### src/rtl/lsu_mem_master.sv
// Load/store initiator to a word-organised data memory.
// Optional misaligned-access trap: define LSU_MISALIGN_TRAP_EN.
module lsu_mem_master #(
  parameter int ADDR_WIDTH = 5,
  parameter int DATA_WIDTH = 32
) (
  input  logic                  clk,
  input  logic                  rst_n,
  input  logic                  req_valid,
  output logic                  req_ready,
  input  logic                  req_we,
  input  logic [1:0]            req_size,
  input  logic                  req_unsigned,
  input  logic [31:0]           req_addr,
  input  logic [DATA_WIDTH-1:0] req_wdata,
  output logic                  resp_valid,
  output logic [DATA_WIDTH-1:0] resp_rdata,
  output logic                  resp_err,
  output logic [ADDR_WIDTH-1:0] mem_addr,
  output logic [DATA_WIDTH-1:0] mem_wd,
  output logic                  mem_we,
  input  logic [DATA_WIDTH-1:0] mem_rd
);

  typedef enum logic [1:0] {
    IDLE, READ, WRITE, RESP
  } state_t;

  state_t state, state_nx;

  logic                  we_q;
  logic                  uns_q;
  logic                  err_q;
  logic [1:0]            size_q;
  logic [1:0]            off_q;
  logic [ADDR_WIDTH-1:0] idx_q;
  logic [DATA_WIDTH-1:0] wdata_q;
  logic [DATA_WIDTH-1:0] data_q;

  logic                  accept;
  logic                  mis;
  logic                  req_err;
  logic [DATA_WIDTH-1:0] merged;
  logic [DATA_WIDTH-1:0] ext;
  logic [7:0]            lb;
  logic [15:0]           lh;
  logic                  unused_addr;

  assign unused_addr = ^req_addr[31:ADDR_WIDTH+2];

  assign req_ready = (state == IDLE) && rst_n;
  assign accept    = req_valid && req_ready;

`ifdef LSU_MISALIGN_TRAP_EN
  assign mis = ((req_size == 2'b01) && req_addr[0]) ||
               ((req_size == 2'b10) && (req_addr[1:0] != 2'b00));
`else
  assign mis = 1'b0;
`endif

  assign req_err = (req_size == 2'b11) || mis;

  // State register
  always_ff @(posedge clk) begin
    if (!rst_n) state <= IDLE;
    else        state <= state_nx;
  end

  // Request latch at acceptance and read-data capture in READ
  always_ff @(posedge clk) begin
    if (!rst_n) begin
      we_q    <= 1'b0;
      uns_q   <= 1'b0;
      err_q   <= 1'b0;
      size_q  <= 2'b00;
      off_q   <= 2'b00;
      idx_q   <= '0;
      wdata_q <= '0;
      data_q  <= '0;
    end else begin
      if (accept) begin
        we_q    <= req_we;
        uns_q   <= req_unsigned;
        err_q   <= req_err;
        size_q  <= req_size;
        off_q   <= req_addr[1:0];
        idx_q   <= req_addr[ADDR_WIDTH+1:2];
        wdata_q <= req_wdata;
      end
      if (state == READ) data_q <= mem_rd;
    end
  end

  // Next-state logic and FSM-driven outputs
  always_comb begin
    state_nx   = state;
    resp_valid = 1'b0;
    resp_err   = 1'b0;
    resp_rdata = '0;
    mem_we     = 1'b0;
    mem_wd     = '0;
    unique case (state)
      IDLE: begin
        if (accept) begin
          if (req_err)
            state_nx = RESP;
          else if (req_we && (req_size == 2'b10))
            state_nx = WRITE;
          else
            state_nx = READ;
        end
      end
      READ: state_nx = we_q ? WRITE : RESP;
      WRITE: begin
        mem_we   = rst_n;
        mem_wd   = (size_q == 2'b10) ? wdata_q : merged;
        state_nx = RESP;
      end
      RESP: begin
        resp_valid = 1'b1;
        resp_err   = err_q;
        if (!we_q && !err_q) resp_rdata = ext;
        state_nx   = IDLE;
      end
      default: state_nx = IDLE;
    endcase
  end

  assign mem_addr = idx_q;

  // Lane merge for sub-word stores and load extension
  always_comb begin
    merged = data_q;
    ext    = data_q;
    lb     = data_q[8*off_q +: 8];
    lh     = data_q[16*off_q[1] +: 16];
    unique case (size_q)
      2'b00: begin
        merged[8*off_q +: 8] = wdata_q[7:0];
        ext = {{24{lb[7] & ~uns_q}}, lb};
      end
      2'b01: begin
        merged[16*off_q[1] +: 16] = wdata_q[15:0];
        ext = {{16{lh[15] & ~uns_q}}, lh};
      end
      default: begin
        merged = data_q;
        ext    = data_q;
      end
    endcase
  end

endmodule
### config.mk
export PLATFORM = sky130hd
export DESIGN_NAME = lsu_mem_master
export DESIGN_NICKNAME = d
export VERILOG_FILES = /design/src/rtl/lsu_mem_master.sv
export SDC_FILE = /design/constraint.sdc
export NUM_CORES = 1
export LEC_CHECK = 0
export BUFFER_PORTS_ARGS = -buffer_cell sky130_fd_sc_hd__clkbuf_2
export CAP_MARGIN = 20
export CORE_MARGIN = 8
export CORE_UTILIZATION = 27
export DETAILED_ROUTE_END_ITERATION = 16
export PLACE_DENSITY = 0.55
export SYNTH_ARGS = -nofsm -noshare
export SYNTH_HDL_FRONTEND = slang
export SYNTH_SLANG_ARGS = --single-unit
### constraint.sdc
create_clock -name clk -period 3.4 [get_ports clk]
set_input_delay 1.02 -clock clk [delete_from_list [all_inputs] [get_ports clk]]
set_output_delay 1.02 -clock clk [all_outputs]
set_load 0.05 [all_outputs]
==> results of run 1 <==
==> area by class of cell <==
class	instances	area (um^2)
clock buffer	11	252.7
tap	234	292.8
sequential	78	1563
fill	1838	11100
multi-input combinational	498	3317
inverter	9	36.28
clock inverter	3	45.04
timing repair buffer	181	1976
==> registers in the layout, summed over array words and instances, names as in the netlist <==
name      count
data_q       32
err_q         1
mem_addr      5
off_q         2
size_q        2
state         2
uns_q         1
wdata_q      32
we_q          1
==> worst min-delay path: stages (launching register included) <==
cell	delay (ns)
dfxtp_1	0.30
nand2_1	0.05
o21ai_0	0.06
==> kinds of logic (layout without fill, tap and decap cells) <==
kind of cell,after synthesis,in the layout,synth area share
flops,78,78,0.3069
compound gates,193,193,0.2420
fa+ha+maj,10,10,0.02459
simple gates,228,228,0.2110
buf+inv,63,204,0.05950
mux,67,67,0.1561
==> power by group through the flow <==
stage          Clock [uW]  Combinational [uW]  Sequential [uW]
2_1_floorplan           0                1250             1290
3_3_place_gp            0                1860             1380
3_5_place_dp            0                1880             1390
4_1_cts              1010                1890             1370
5_1_grt              1040                2070             1400
6_report              990                1910             1380
==> repair_timing <==
item / 4_1_cts / 5_1_grt
endpoints found under the setup margin: 4 / 27
gates resized for setup: 3 / 12
hold buffers: 0 / 0
==> metal layers <==
metal,vias to the layer above,global-route usage
met5,-,0
met4,0,0.06221
met3,36,0.05187
met2,218,0.2533
met1,2396,0.2149
li1,2552,-
==> through the flow <==
stage / total power [uW] / hold WS [ns] / instances
2_1_floorplan: 2544 / 0.4328 / 639
3_3_place_gp: 3240 / 0.4426 / 1000
3_5_place_dp: 3265 / 0.4490 / 1000
4_1_cts: 4270 / 0.4576 / 1014
5_1_grt: 4517 / 0.4816 / 1014
6_report: 4275 / 0.4503 / 1014
==> worst min-delay path by stage <==
stage,end,depth (start not counted)
after floorplan,wdata_q[24],2
after global placement,wdata_q[24],2
after detailed placement,wdata_q[30],2
after CTS,wdata_q[30],2
after global routing,wdata_q[31],2
final,wdata_q[28],2
==> cell usage after synthesis, drive strengths merged (3+ instances only) <==
| cell | instances | area, um^2 |
|---|---|---|
| nor2 | 28 | 120.1 |
| o221ai | 4 | 35.03 |
| a21oi | 15 | 75.07 |
| a2111oi | 7 | 63.81 |
| a31oi | 4 | 25.02 |
| and2 | 5 | 31.28 |
| o21a | 4 | 30.03 |
| nor2b | 37 | 231.5 |
| a41oi | 8 | 70.07 |
| o21ai | 94 | 489.2 |
| a22oi | 5 | 37.54 |
| a21o | 16 | 120.1 |
| nand3 | 6 | 30.03 |
| dfxtp | 78 | 1562 |
| buf | 27 | 165.2 |
| inv | 9 | 33.78 |
| o22ai | 16 | 100.1 |
| mux2i | 49 | 490.5 |
| clkbuf | 27 | 103.9 |
| mux4 | 9 | 202.7 |
| nand2b | 4 | 25.02 |
| ha | 10 | 125.1 |
| nand2 | 130 | 495.5 |
| mux2 | 9 | 101.4 |
| or3 | 7 | 43.79 |
| a32o | 3 | 30.03 |
| o211a | 8 | 80.08 |
==> flow_metrics.py, run 1 <==
metrics = {
    "run_status": {
        "status": "completed",
    },
    "detailed_routing": {
        "wl_um": 19810,
        "highest-signal-layer": "met4",
        "first_pass_iters": 5,
        "drtIter0Drc": 444,
        "wl_met3_um": 1754,
        "met1Wirelength_um": 8688,
        "via_per_inst": 5.130,
        "wire_per_inst_um": 19.53,
        "vias": 5202,
        "drc_errors": 0,
        "drtAntennaViolNets": 0,
        "wl_met2_um": 8724,
    },
    "setup_path": {
        "reg2regPathDepth": 5,
        "startpoint": "state[1]",
        "critical_path_depth": 4,
        "startpoint_type": "flip-flop",
        "r2r_end": "data_q[15]",
        "slowest_stage": "a2111oi_1",
        "cpPeakStageDelay_ns": 0.69,
        "ff2ff_setup_slack_ns": 1.48,
        "end_kind": "primary output",
        "r2r_start": "state[1]",
        "cp_top_family": "compound AO/OA/AOI/OAI gates",
        "cp-endpoint": "resp_rdata[0]",
        "path_cells": "ha_1 -> nand2_1 -> a2111oi_1 -> buf_12",
        "worst_ep_required_time_ns": 2.38,
        "path_class": "flip-flop to primary output",
        "cp_max_fo": 11,
        "critical_path_buf_inv_count": 1,
        "crit_arrival_ns": 2.28,
    },
    "power": {
        "pwr-share-clk": 0.232,
        "power_frac_comb": 0.446,
        "swShare": 0.4124,
        "p_switching_uw": 1763,
        "ir_drop_uv": 241.2,
        "p_leak_uw": 0.002976,
        "seqPwrFrac": 0.322,
        "powerDensity_mw_per_mm2": 571.3,
        "p_int_uw": 2512,
    },
    "worst_hold_path": {
        "hp-class": "flip-flop to flip-flop",
        "hp-start": "wdata_q[28]",
    },
    "layout": {
        "antenna_cells": 0,
        "layout.nets": 890,
        "layout_commonest_cell": "nand2_1",
        "drive_gt1_frac": 0.3077,
        "layout_common_cells": "nand2_1, o21ai_0, clkbuf_2, dfxtp_1, buf_12",
        "final_cell_area_mm2": 0.007482,
        "synthToLayoutAreaGrowth_pct": 47.04,
        "final_core_util": 0.4027,
    },
    "place": {
        "place_congestion": 0.8988,
        "dp_hpwl_um": 14770,
        "dpl_cell_area_mm2": 0.007118,
        "port_buffers": 150,
        "dp_slack_ns": 0.3310,
    },
    "die": {
        "io-pin-count": 176,
        "die_w_um": 153.3,
        "fp-row-count": 50,
        "start_util": 0.2739,
        "design.core.area_mm2": 0.01858,
        "die_area_mm2": 0.02350,
        "die_h_um": 153.3,
    },
    "sta": {
        "maxSlewViolCount": 0,
        "clock.fmax_mhz": 302.8,
        "rsz0062_at_grt": "yes",
        "finalHoldViolCount": 0,
        "worst_slew_pin_slew_ns": 0.8467,
        "max-slew-margin-rel": 0.4355,
        "tns_ns": 0,
        "finalWorstSetupSlack_ns": 0.09699,
        "finClkSkew_ns": 0.007474,
        "min_period_ns": 3.303,
        "finalCritPeriodShare": 0.9715,
        "setup_violations": 0,
    },
    "clocking": {
        "clkSinkCount": 78,
        "cts_buffer_depth": 2,
        "cts_tree": "yes",
        "cts_setup_buffers": 0,
        "cts-buffers-inserted": 9,
        "clock_latency_ns": 0.34,
        "ctsHtreeMaxLevel": 3,
        "clkTransAtPathRegs_ns": 0.06,
        "cts-root-buf": "clkbuf_16",
    },
    "synth": {
        "synth-edff-count": 0,
        "yosys_register_bits": 78,
        "synth_cells": 639,
        "yosysSeqAreaShare": 0.3069,
        "syn_avg_cell_area_um2": 7.963,
        "synth_cell_type_count": 53,
        "ys.flop_type": "dfxtp_1",
        "synthesis.nets": 752,
        "postSynth.asyncResetShare": 0,
        "syn_area_mm2": 0.005089,
        "ys_warn_count": 0,
    },
    "global_routing": {
        "grt_pass1_wl_um": 30310,
        "grtUsageTotal": 0.1660,
        "grt_max_degree": 47,
        "antenna_found_initial": 0,
        "grt_pass1_vias": 5039,
        "overflow": 0,
    },
    "flow_run": {
        "max_cap_violations": 0,
    },
}
(Power assumes the default switching activity.)
==> inputs of run 2 (changes only) <==
--- a/config.mk
+++ b/config.mk
@@ -10,6 +10,7 @@
 export CORE_MARGIN = 8
 export CORE_UTILIZATION = 27
 export DETAILED_ROUTE_END_ITERATION = 16
+export MAX_ROUTING_LAYER = met4
 export PLACE_DENSITY = 0.55
 export SYNTH_ARGS = -nofsm -noshare
 export SYNTH_HDL_FRONTEND = slang
==> run 2 against run 1 <==
  * Fmax is 0.63% lower
  * Hold slack hardly changed
  * Final cell count stayed put
==> flow_metrics.py, run 2 (same netlist as run 1, synthesis figures left out) <==
metrics = {
    "sta": {
        "rsz0062_at_grt": "yes",
        "clock.fmax_mhz": 300.8,
        "setup_violations": 0,
        "worst_slew_pin_slew_ns": 0.8568,
        "max-slew-margin-rel": 0.4288,
        "finalHoldViolCount": 0,
        "maxSlewViolCount": 0,
        "finalCritPeriodShare": 0.9777,
        "finClkSkew_ns": 0.007741,
        "min_period_ns": 3.324,
    },
    "clocking": {
        "clkSinkCount": 78,
        "cts-root-buf": "clkbuf_16",
        "clock_latency_ns": 0.34,
        "cts-buffers-inserted": 9,
        "cts_tree": "yes",
        "cts_buffer_depth": 2,
        "ctsHtreeMaxLevel": 3,
        "clkTransAtPathRegs_ns": 0.06,
        "hold_buffers": 0,
    },
    "layout": {
        "final_core_util": 0.4024,
        "synthToLayoutAreaGrowth_pct": 46.91,
        "layout_common_cells": "nand2_1, o21ai_0, clkbuf_2, dfxtp_1, buf_12",
        "drive_gt1_frac": 0.3090,
        "final_cell_area_mm2": 0.007476,
        "fillers": 1840,
        "antenna_cells": 0,
        "layout.nets": 890,
        "ff_latch_area_mm2": 0.001563,
        "multi_input_comb_area_mm2": 0.003311,
        "fin_cells": 1014,
        "layout_commonest_cell": "nand2_1",
    },
    "power": {
        "pwr-share-clk": 0.232,
        "p_switching_uw": 1761,
        "ir_drop_uv": 240.2,
        "seqPwrFrac": 0.323,
        "power_frac_comb": 0.446,
        "p_leak_uw": 0.002976,
        "p_int_uw": 2510,
        "swShare": 0.4124,
        "powerDensity_mw_per_mm2": 571.4,
    },
    "place": {
        "place_inst": 1000,
        "dp_hpwl_um": 14770,
        "port_buffers": 150,
        "place_congestion": 0.9141,
        "dpl_cell_area_mm2": 0.007118,
    },
    "global_routing": {
        "grtUsageTotal": 0.1705,
        "antenna_found_initial": 0,
        "busiest_layer": "met2",
        "grtUsageMet2": 0.2531,
        "overflow": 0,
        "grt.met3_usage": 0.04877,
        "grt_pass1_wl_um": 30230,
        "grt_max_degree": 47,
        "grt_use_met1": 0.2164,
        "grt_pass1_vias": 5067,
    },
    "worst_hold_path": {
        "hp-class": "flip-flop to flip-flop",
        "hp-start": "wdata_q[28]",
    },
    "detailed_routing": {
        "drtIter0Drc": 552,
        "vias": 5239,
        "wire_per_inst_um": 19.54,
        "first_pass_iters": 5,
        "drtAntennaViolNets": 0,
        "via_per_inst": 5.167,
        "wl_um": 19820,
        "drc_errors": 0,
    },
    "setup_path": {
        "r2r_start": "state[1]",
        "crit_arrival_ns": 2.30,
        "r2r_end": "data_q[15]",
        "cp-endpoint": "resp_rdata[0]",
        "reg2regPathDepth": 5,
        "end_kind": "primary output",
        "worst_ep_required_time_ns": 2.38,
        "ff2ff_setup_slack_ns": 1.47,
        "startpoint": "state[1]",
        "cp_max_fo": 11,
        "path_class": "flip-flop to primary output",
        "startpoint_type": "flip-flop",
    },
    "flow_run": {
        "max_cap_violations": 0,
    },
    "die": {
        "io-pin-count": 176,
        "design.core.area_mm2": 0.01858,
        "die_w_um": 153.3,
        "fp-row-count": 50,
        "die_area_mm2": 0.02350,
        "die_h_um": 153.3,
        "start_util": 0.2739,
    },
    "run_status": {
        "status": "completed",
    },
}
run 2: cell types whose count changed in the layout (fill, tap and decap cells not counted):
cell,previous run,this run
and2_1,4,3
o21ai_2,1,2
o21ai_4,2,1
and2_2,1,2
run 2: worst min path at each step:
| stage | slack (ns) | endpoint | cells past startpoint |
|---|---|---|---|
| final | 0.45 | wdata_q[28] | 2 |
| after global routing | 0.48 | wdata_q[31] | 2 |
| after CTS | 0.46 | wdata_q[30] | 2 |
| after detailed placement | 0.45 | wdata_q[30] | 2 |
| after global placement | 0.44 | wdata_q[24] | 2 |
| after floorplan | 0.43 | wdata_q[24] | 2 |
run 2: layer usage:
layer / wire length [um] / share of wire
met1: 8824 / 0.45
met2: 8881 / 0.45
met3: 1551 / 0.078
met4: 559 / 0.028
met5: 0 / 0
run 2: power by group through the flow:
| stage | clock (uW) | sequential (uW) | combinational, uW |
|---|---|---|---|
| 4_1_cts | 1010 | 1370 | 1890 |
| 3_3_place_gp | 0 | 1380 | 1860 |
| 3_5_place_dp | 0 | 1390 | 1880 |
| 5_1_grt | 1040 | 1400 | 2070 |
| 6_report | 989 | 1380 | 1900 |
| 2_1_floorplan | 0 | 1290 | 1250 |
run 2: final cells by class:
| cell class | instances | area share |
|---|---|---|
| Multi-Input combinational cell | 498 | 0.4428 |
| Timing Repair Buffer | 181 | 0.2643 |
| Sequential cell | 78 | 0.2090 |
| Tap cell | 234 | 0.03916 |
| Clock buffer | 11 | 0.03381 |
| Clock inverter | 3 | 0.006025 |
| Inverter | 9 | 0.004854 |
run 2: stage by stage:
stage               total power [uW]  TNS [ns]  hold WS, ns  worst slack (ns)
global placement                3240         0       0.4426            0.3860
finish                          4271         0       0.4503           0.07598
CTS                             4270         0       0.4576           0.01817
detailed placement              3265         0       0.4490            0.3310
floorplan                       2544    -4.568       0.4328           -0.6525
global route                    4511   -0.1131       0.4816          -0.05828
run 2: what timing repair did:
action | 4_1_cts | 5_1_grt
setup endpoints to repair | 4 | 27
resized for setup | 3 | 12
buffers inserted | 0 | 0
gates cloned | 0 | 0
run 2: worst max-delay path, stage by stage (launching register included):
cell       delay (ns)
dfxtp_1          0.38
ha_1             0.31
nand2_1          0.35
a2111oi_1        0.69
buf_12           0.22
